[src/rtl/operand_fetch.sv]
// Operand fetch sequencer: reads rs/rt from the register file, bypasses
// racing writebacks and hands operands to execute over valid/ready.
module operand_fetch #(
    parameter int unsigned num_regs  = 12,
    parameter int unsigned reg_width = 8,
    localparam int unsigned AW       = $clog2(num_regs)
) (
    input  logic                 clk,
    input  logic                 rst_n,
    input  logic                 dec_valid,
    output logic                 dec_ready,
    input  logic [AW-1:0]        dec_rs_addr,
    input  logic [AW-1:0]        dec_rt_addr,
    input  logic [AW-1:0]        dec_rd_addr,
    input  logic                 dec_wen,
    input  logic                 wb_valid,
    input  logic [AW-1:0]        wb_addr,
    input  logic [reg_width-1:0] wb_data,
    output logic                 rf_read,
    output logic [AW-1:0]        rf_rs_addr,
    output logic [AW-1:0]        rf_rt_addr,
    input  logic [reg_width-1:0] rf_rs_data,
    input  logic [reg_width-1:0] rf_rt_data,
    output logic                 rf_write,
    output logic [AW-1:0]        rf_rd_addr,
    output logic [reg_width-1:0] rf_rd_in,
    output logic                 ex_valid,
    input  logic                 ex_ready,
    output logic [reg_width-1:0] ex_rs_data,
    output logic [reg_width-1:0] ex_rt_data,
    output logic [AW-1:0]        ex_rd_addr,
    output logic                 ex_wen
);

    typedef enum logic [1:0] {IDLE, ISSUE, CAPTURE, OUT} state_t;

    state_t               state;
    logic [AW-1:0]        rs_q;
    logic [AW-1:0]        rt_q;
    logic [AW-1:0]        rd_q;
    logic                 wen_q;
    logic                 byp_rs;
    logic                 byp_rt;
    logic [reg_width-1:0] byp_rs_val;
    logic [reg_width-1:0] byp_rt_val;

    logic wb_ok;
    logic rs_ok;
    logic rt_ok;
    logic rs_hit;
    logic rt_hit;
    logic take;

    function automatic logic in_range(input logic [AW-1:0] a);
        return 32'(a) < num_regs;
    endfunction

    assign wb_ok  = wb_valid && in_range(wb_addr);
    assign rs_ok  = in_range(rs_q);
    assign rt_ok  = in_range(rt_q);
    assign rs_hit = wb_ok && (wb_addr == rs_q);
    assign rt_hit = wb_ok && (wb_addr == rt_q);

    assign dec_ready = rst_n &&
                       ((state == IDLE) || ((state == OUT) && ex_ready));
    assign take      = dec_valid && dec_ready;

    assign rf_rs_addr = rs_q;
    assign rf_rt_addr = rt_q;

    // Writeback path bypasses the FSM entirely.
    assign rf_write   = wb_ok && rst_n;
    assign rf_rd_addr = wb_addr;
    assign rf_rd_in   = wb_data;

    always_ff @(posedge clk or negedge rst_n) begin
        if (!rst_n) begin
            state      <= IDLE;
            rs_q       <= '0;
            rt_q       <= '0;
            rd_q       <= '0;
            wen_q      <= 1'b0;
            byp_rs     <= 1'b0;
            byp_rt     <= 1'b0;
            byp_rs_val <= '0;
            byp_rt_val <= '0;
            rf_read    <= 1'b0;
            ex_valid   <= 1'b0;
            ex_rs_data <= '0;
            ex_rt_data <= '0;
            ex_rd_addr <= '0;
            ex_wen     <= 1'b0;
        end else begin
            rf_read <= take;
            if (take) begin
                rs_q  <= dec_rs_addr;
                rt_q  <= dec_rt_addr;
                rd_q  <= dec_rd_addr;
                wen_q <= dec_wen;
            end
            unique case (state)
                IDLE: begin
                    if (take) state <= ISSUE;
                end
                ISSUE: begin
                    byp_rs     <= rs_hit;
                    byp_rt     <= rt_hit;
                    byp_rs_val <= wb_data;
                    byp_rt_val <= wb_data;
                    state      <= CAPTURE;
                end
                CAPTURE: begin
                    // Live wb beats the ISSUE bypass, which beats the RF.
                    if (!rs_ok)      ex_rs_data <= '0;
                    else if (rs_hit) ex_rs_data <= wb_data;
                    else if (byp_rs) ex_rs_data <= byp_rs_val;
                    else             ex_rs_data <= rf_rs_data;
                    if (!rt_ok)      ex_rt_data <= '0;
                    else if (rt_hit) ex_rt_data <= wb_data;
                    else if (byp_rt) ex_rt_data <= byp_rt_val;
                    else             ex_rt_data <= rf_rt_data;
                    ex_rd_addr <= rd_q;
                    ex_wen     <= wen_q;
                    ex_valid   <= 1'b1;
                    state      <= OUT;
                end
                OUT: begin
                    if (ex_ready) begin
                        ex_valid <= 1'b0;
                        state    <= take ? ISSUE : IDLE;
                    end else begin
                        if (rs_hit) ex_rs_data <= wb_data;
                        if (rt_hit) ex_rt_data <= wb_data;
                    end
                end
                default: state <= IDLE;
            endcase
        end
    end

endmodule

[config.mk]
export PLATFORM = sky130hd
export DESIGN_NAME = operand_fetch
export DESIGN_NICKNAME = d
export VERILOG_FILES = /design/src/rtl/operand_fetch.sv
export SDC_FILE = /design/constraint.sdc
export NUM_CORES = 1
export LEC_CHECK = 0
export ABC_AREA = 1
export CAP_MARGIN = 25
export CORE_MARGIN = 2
export CORE_UTILIZATION = 35
export CTS_CLUSTER_DIAMETER = 50
export DETAILED_ROUTE_END_ITERATION = 10
export PLACE_DENSITY = 0.63
export SYNTH_ARGS = -nofsm -noshare
export SYNTH_HDL_FRONTEND = slang
export SYNTH_SLANG_ARGS = --single-unit
[constraint.sdc]
create_clock -name clk -period 3.4 [get_ports clk]
set_input_delay 0.85 -clock clk [delete_from_list [all_inputs] [get_ports clk]]
set_output_delay 0.85 -clock clk [all_outputs]
set_load 0.02 [all_outputs]
==> run metrics, run 1 <==
final worst-path cycle share=91.7%; I/O Pins=91; CTS tree=yes; Chip Width=94.3 µm; Clock Skew=0.00665 ns; Detailed Route WL=7690 µm; unique cell type count in the Yosys netlist=25; DR WL/cell=13.7 µm; remaining max-slew budget at the tightest pin=48.3%; count of warnings emitted by yosys=0; total inserted antenna cells=0; Worst EP required=2.55 ns; GP Congestion=0.893; maximum number of pins on one net before global-route repair=49; run status=finished clean; highest fanout seen on the critical path=5; Layout Cells excl Fill=563; placed cell count=555; data arrival time of the worst path=2.27 ns; placement row count=32; # port buffers=90; Worst VDD drop=0.000422 V; wire length of the first global-routing pass=12800 µm; Worst R2R Setup Slack=1.16 ns; number of vias after detailed routing=2659; Placement Setup Slack=0.287 ns; kind of start point of the critical path=input port; number of nets with antenna violations after detailed routing=0; Hold-fix buffers, CTS=0; starting DRC count in detailed routing=163; max-cap violation count=0; worst hold path class=register to register; Gate Count Post-Synth=382; leading post-synthesis cells by cell area=sky130_fd_sc_hd__dfrtp_1, sky130_fd_sc_hd__nand2_1, sky130_fd_sc_hd__nor2_1, sky130_fd_sc_hd__inv_1, sky130_fd_sc_hd__o21ai_0; final critical delay including setup and external delays=3.12 ns; Cell Area, Synth=2860 µm²; endpoint of the worst hold-timing path=rd_q[3]; via count of the first global-routing pass=2670; power density over cell area=826 nW/µm²; Worst Reg2Reg Path Length in Cells=6; hold path depth=2; P&R area growth vs syn=34.5%; post-layout total power=3.17 mW; initial antenna violation count=0; Worst setup EP type=output pin; Final Setup Violations=0; worst-margin pin slew=0.775 ns; final sum of negative setup slack=0 ns; most area-hungry cell type in the Yosys netlist=sky130_fd_sc_hd__dfrtp_1; Critical R2R Launch=state[0]; GRT Total Usage=18.5%; DIE AREA=8900 µm²; synthesized net count=433; leakage power figure=1.85 nW; top cell type's share of synthesized area=42.1%; fraction of layout instances using a drive strength above 1=10.2%; max-slew violations=0; Layout Utilization=49.2%; number of nets at the end of the flow=511; placed wire-length estimate=5840 µm; Sinks on Clock Net=48; setup repair after global routing missed its margin=no; number of buffers created by CTS=5; DRC violation count after routing=0; Vert. Die Dim=94.3 µm; number of resized instances in the post-cts repair step=0; clock-pin slew of the registers on the worst-case setup and hold paths=0.09 ns; syn_area_per_cell=7.47 µm²; Skew-Pair Late Insertion Delay=0.31 ns; count of H-tree levels built during CTS=2; Final WS setup=0.284 ns; placeable core region=7810 µm²; worst setup path category=input port to output pin; Setup Fix Bufs, Post-CTS=0; initial standard-cell utilization of the core=36.6%; final count of hold timing violations=0; Fmax achieved=321 MHz; launch point of the worst hold path=rd_q[3]; R2R Path End=rf_rs_addr[1]; first-pass iteration count of the detailed router=4; portion of the post-synthesis area used by sequential elements=42.1%; Clock Tree Buf Depth=2; library cell used as clock root buffer=sky130_fd_sc_hd__clkbuf_8; global route overflow=0; via/cell ratio=4.72; flip-flop and latch count after synthesis=48
-- routing by layer --
layer  track usage, %  part of all wire, %  vias to the layer above
met2             31.4                   46                       83
li1                 -                    -                     1328
met5                0                    0                        -
met4             5.19                  1.9                        0
met1             23.7                   46                     1236
met3             4.49                  6.2                       12
-- kinds of logic (layout without fill, tap and decap cells) --
family	Yosys count	count (layout)	share of synthesized area, %
simple gates	218	218	33.3
compound gates	33	33	6.00
mux	13	13	4.95
fa+ha+maj	5	5	2.19
buf+inv	64	143	10.9
xor+xnor	1	1	0.570
flops	48	48	42.1
-- where the power goes --
part	internal, mW	total, mW	leakage [nW]	switching [mW]
Combinational	0.730	1.77	1.21	1.04
Sequential	0.841	1.03	0.589	0.185
Clock	0.167	0.377	0.0516	0.210
Total	1.74	3.17	1.85	1.43
-- worst max path at each step --
stage | from | endpoint | cells after the start
finish | wb_addr[3] | rf_write | 5
detailed placement | wb_addr[3] | rf_write | 5
floorplan | wb_addr[3] | rf_write | 3
CTS | wb_addr[3] | rf_write | 5
global placement | wb_addr[3] | rf_write | 5
global route | state[0] | dec_ready | 4
-- metrics by stage --
| stage | hold slack, ns | cell area (µm²) |
|---|---|---|
| floorplan | 0.443 | 2860 |
| global placement | 0.459 | 3740 |
| detailed placement | 0.463 | 3740 |
| CTS | 0.486 | 3840 |
| global route | 0.516 | 3840 |
| finish | 0.486 | 3840 |
-- registers in the layout, indices dropped and copies added, names as in the netlist, 2 cells and up --
name,count
rf_rs_addr,4
ex_rs_data,8
ex_rt_data,8
rf_rt_addr,4
byp_rt_val,8
state,2
ex_rd_addr,4
rd_q,4
-- Yosys cell counts (all sizes together) --
cell type	number
o21ai	28
mux2i	4
xnor2	1
nand4	10
inv	43
buf	18
nand2	153
clkbuf	3
nand3	11
mux2	9
ha	5
o21a	1
nor2	44
dfrtp	48
a21oi	4
-- final cells by class --
type                            instances  area [µm²]
Tap cell                              102         128
Clock inverter                          2        13.8
Timing Repair Buffer                   92         911
Inverter                               43         161
Sequential cell                        48        1200
Clock buffer                            6        82.6
Fill cell                             817        3970
Multi-Input combinational cell        270        1340
-- cell usage in the layout (no fill, tap or decap), types with 2 or more instances in the layout --
master	n
sky130_fd_sc_hd__mux2_2	9
sky130_fd_sc_hd__o21ai_0	27
sky130_fd_sc_hd__a21oi_1	3
sky130_fd_sc_hd__inv_1	36
sky130_fd_sc_hd__nand3_1	10
sky130_fd_sc_hd__ha_1	5
sky130_fd_sc_hd__nand4_1	10
sky130_fd_sc_hd__inv_2	7
sky130_fd_sc_hd__clkdlybuf4s50_1	89
sky130_fd_sc_hd__dfrtp_1	48
sky130_fd_sc_hd__nand2_1	141
sky130_fd_sc_hd__buf_4	2
sky130_fd_sc_hd__nor2_1	39
sky130_fd_sc_hd__mux2i_1	4
sky130_fd_sc_hd__clkbuf_8	6
sky130_fd_sc_hd__nand2_2	11
sky130_fd_sc_hd__nor2_4	4
-- critical path, stage by stage --
cell and delay [ns]:
sky130_fd_sc_hd__clkdlybuf4s50_1 0.49, sky130_fd_sc_hd__nand2_2 0.13, sky130_fd_sc_hd__nand2_4 0.08, sky130_fd_sc_hd__nor2_1 0.10
sky130_fd_sc_hd__clkdlybuf4s50_1 0.61
Note: power is estimated with default switching activity, not from simulation.
==> inputs of run 2 (changes only) <==
- CTS_BUF_LIST: not set -> sky130_fd_sc_hd__clkbuf_8
- CTS_CLUSTER_DIAMETER: 50 -> 100
==> results of run 2 <==
No change in the layout: final DEF, timing and power equal those of run 1.
==> inputs of run 3 (changes only) <==
- PLACE_DENSITY: 0.63 -> not set
- PLACE_DENSITY_LB_ADDON: not set -> 0.05
- TNS_END_PERCENT: not set -> 1
==> run metrics, run 3 (synthesized netlist as in run 1, its figures left out) <==
run status=finished clean; total inserted antenna cells=0 (unchanged); starting DRC count in detailed routing=123 (-25%); via count of the first global-routing pass=2679 (+0.34%); number of resized instances in the post-cts repair step=0 (unchanged); largest registers=byp_rt_val x8, ex_rs_data x8, ex_rt_data x8; Clock Skew=0.00825 ns (+0.00160 ns); kind of start point of the critical path=input port; DR WL/cell=13.4 µm (-2.2%); library cell used as clock root buffer=sky130_fd_sc_hd__clkbuf_8; maximum number of pins on one net before global-route repair=49 (unchanged); CTS tree=yes; placeable core region=7810 µm² (unchanged); Setup Fix Bufs, Post-CTS=0 (unchanged); Fmax achieved=320 MHz (-0.27%); Worst setup EP type=output pin; Area after DPL=3750 µm² (+0.20%); clock-pin slew of the registers on the worst-case setup and hold paths=0.09 ns (about the same); clock group share of total power=11.7% (-0.2 points); Sinks on Clock Net=48 (unchanged); global route overflow=0 (unchanged); placement row count=32 (unchanged); highest fanout seen on the critical path=5 (unchanged); commonest cells after routing, fill and taps aside=sky130_fd_sc_hd__nand2_1, sky130_fd_sc_hd__clkdlybuf4s50_1, sky130_fd_sc_hd__dfrtp_1, sky130_fd_sc_hd__nor2_1, sky130_fd_sc_hd__inv_1; GRT Total Usage=18.1% (-0.46 points); Chip Width=94.3 µm (unchanged); NetSw=1.40 mW (-2.5%); leading cell type in the layout, fill and taps excluded=sky130_fd_sc_hd__nand2_1; wire length of the first global-routing pass=12400 µm (-3.0%); power density over cell area=815 nW/µm² (-1.3%); data arrival time of the worst path=2.27 ns (about the same); number of nets at the end of the flow=512 (+0.20%); design area=3850 µm² (+0.23%); worst setup path category=input port to output pin; worst hold path class=register to register; Layout Cells excl Fill=564 (+0.18%); leakage power figure=1.85 nW (-0.16%); number of nets with antenna violations after detailed routing=0 (unchanged); Worst R2R Setup Slack=1.40 ns (+0.24 ns); proportion of power drawn by combinational gates=55.6% (-0.2 points); Worst VDD drop=0.000371 V (-12%); endpoint of the worst hold-timing path=rd_q[2]; Final WS setup=0.275 ns (-0.00842 ns); Skew-Pair Late Insertion Delay=0.30 ns (about the same); Hold-fix buffers, CTS=0 (unchanged); Worst EP required=2.55 ns (about the same); # port buffers=90 (unchanged); via/cell ratio=4.63 (-2.0%); Placement Setup Slack=0.263 ns (-0.0244 ns); max-slew violations=0 (unchanged); count of H-tree levels built during CTS=2 (unchanged); Final Setup Violations=0 (unchanged); share of total power consumed by net switching=44.6% (-0.64 points); hold path depth=2 (unchanged); Clock Tree Buf Depth=2 (unchanged); initial antenna violation count=0 (unchanged); first-pass iteration count of the detailed router=5 (+1); setup repair after global routing missed its margin=no; Seq pwr share=32.6% (+0.2 points); number of vias after detailed routing=2610 (-1.8%); DRC violation count after routing=0 (unchanged); fraction of layout instances using a drive strength above 1=10.4% (+0.19 points); Vert. Die Dim=94.3 µm (unchanged); initial standard-cell utilization of the core=36.6% (unchanged); worst-margin pin slew=0.632 ns (-0.143 ns); placed cell count=556 (+0.18%); launch point of the worst hold path=rd_q[2]; final critical delay including setup and external delays=3.12 ns (+0.00842 ns); Worst Reg2Reg Path Length in Cells=9 (+3); internal power=1.74 mW (+0.12%); DIE AREA=8900 µm² (unchanged); Critical R2R Launch=state[0]; Worst Hold Slack=0.483 ns (-0.00322 ns); number of buffers created by CTS=5 (unchanged); final count of hold timing violations=0 (unchanged); placed wire-length estimate=5750 µm (-1.6%); post-layout total power=3.14 mW (-1.0%); max-cap violation count=0 (unchanged); final worst-path cycle share=91.9% (+0.25 points); Detailed Route WL=7530 µm (-2.1%); P&R area growth vs syn=34.8%; GP Congestion=0.888 (-0.47%); Layout Utilization=49.3% (+0.11 points); I/O Pins=91 (unchanged); R2R Path End=ex_rt_data[0]; final sum of negative setup slack=0 ns (unchanged); remaining max-slew budget at the tightest pin=57.9% (+9.5 points)
## run 3: changes by cell type in the layout (fill, tap and decap cells not counted), sizes merged
cell,delta
inv,-1
clkinvlp,+2
buf,+1
clkinv,-1
## run 3: power by group through the flow
stage                     logic, mW  clock network, mW  registers, mW
final                          1.75              0.368           1.02
after global routing           1.95              0.410           1.07
after CTS                      1.78              0.384           1.03
after detailed placement       1.77                  0           1.04
after global placement         1.76                  0           1.04
after floorplan               0.948                  0           1.21
## run 3: worst max path at each step
stage	to	from	depth (start not counted)	slack [ns]
after detailed placement	rf_write	wb_addr[3]	5	0.26
after global routing	rf_write	wb_addr[3]	5	0.19
final	rf_write	wb_addr[3]	5	0.28
after CTS	rf_write	wb_addr[3]	5	0.25
after global placement	rf_write	wb_addr[3]	5	0.30
after floorplan	rf_write	wb_addr[3]	3	1.26
## run 3: layer usage
metal | routed length (µm) | part of all wire (%) | track usage, %
met1 | 3240 | 43 | 21.7
met2 | 3660 | 49 | 31.5
met3 | 492 | 6.5 | 4.49
met4 | 135 | 1.8 | 6.40
met5 | 0 | 0 | 0
## run 3: worst max-delay path: stages
cell                              delay [ns]
sky130_fd_sc_hd__clkdlybuf4s50_1        0.50
sky130_fd_sc_hd__nand2_2                0.13
sky130_fd_sc_hd__nand2_4                0.08
sky130_fd_sc_hd__nor2_1                 0.11
sky130_fd_sc_hd__clkdlybuf4s50_1        0.61
## run 3: cell type report
type	instances	area, µm²
Tap cell	102	128
Multi-Input combinational cell	270	1340
Inverter	43	161
Timing Repair Buffer	93	918
Clock inverter	2	15.0
Fill cell	787	3960
Clock buffer	6	82.6
Sequential cell	48	1200
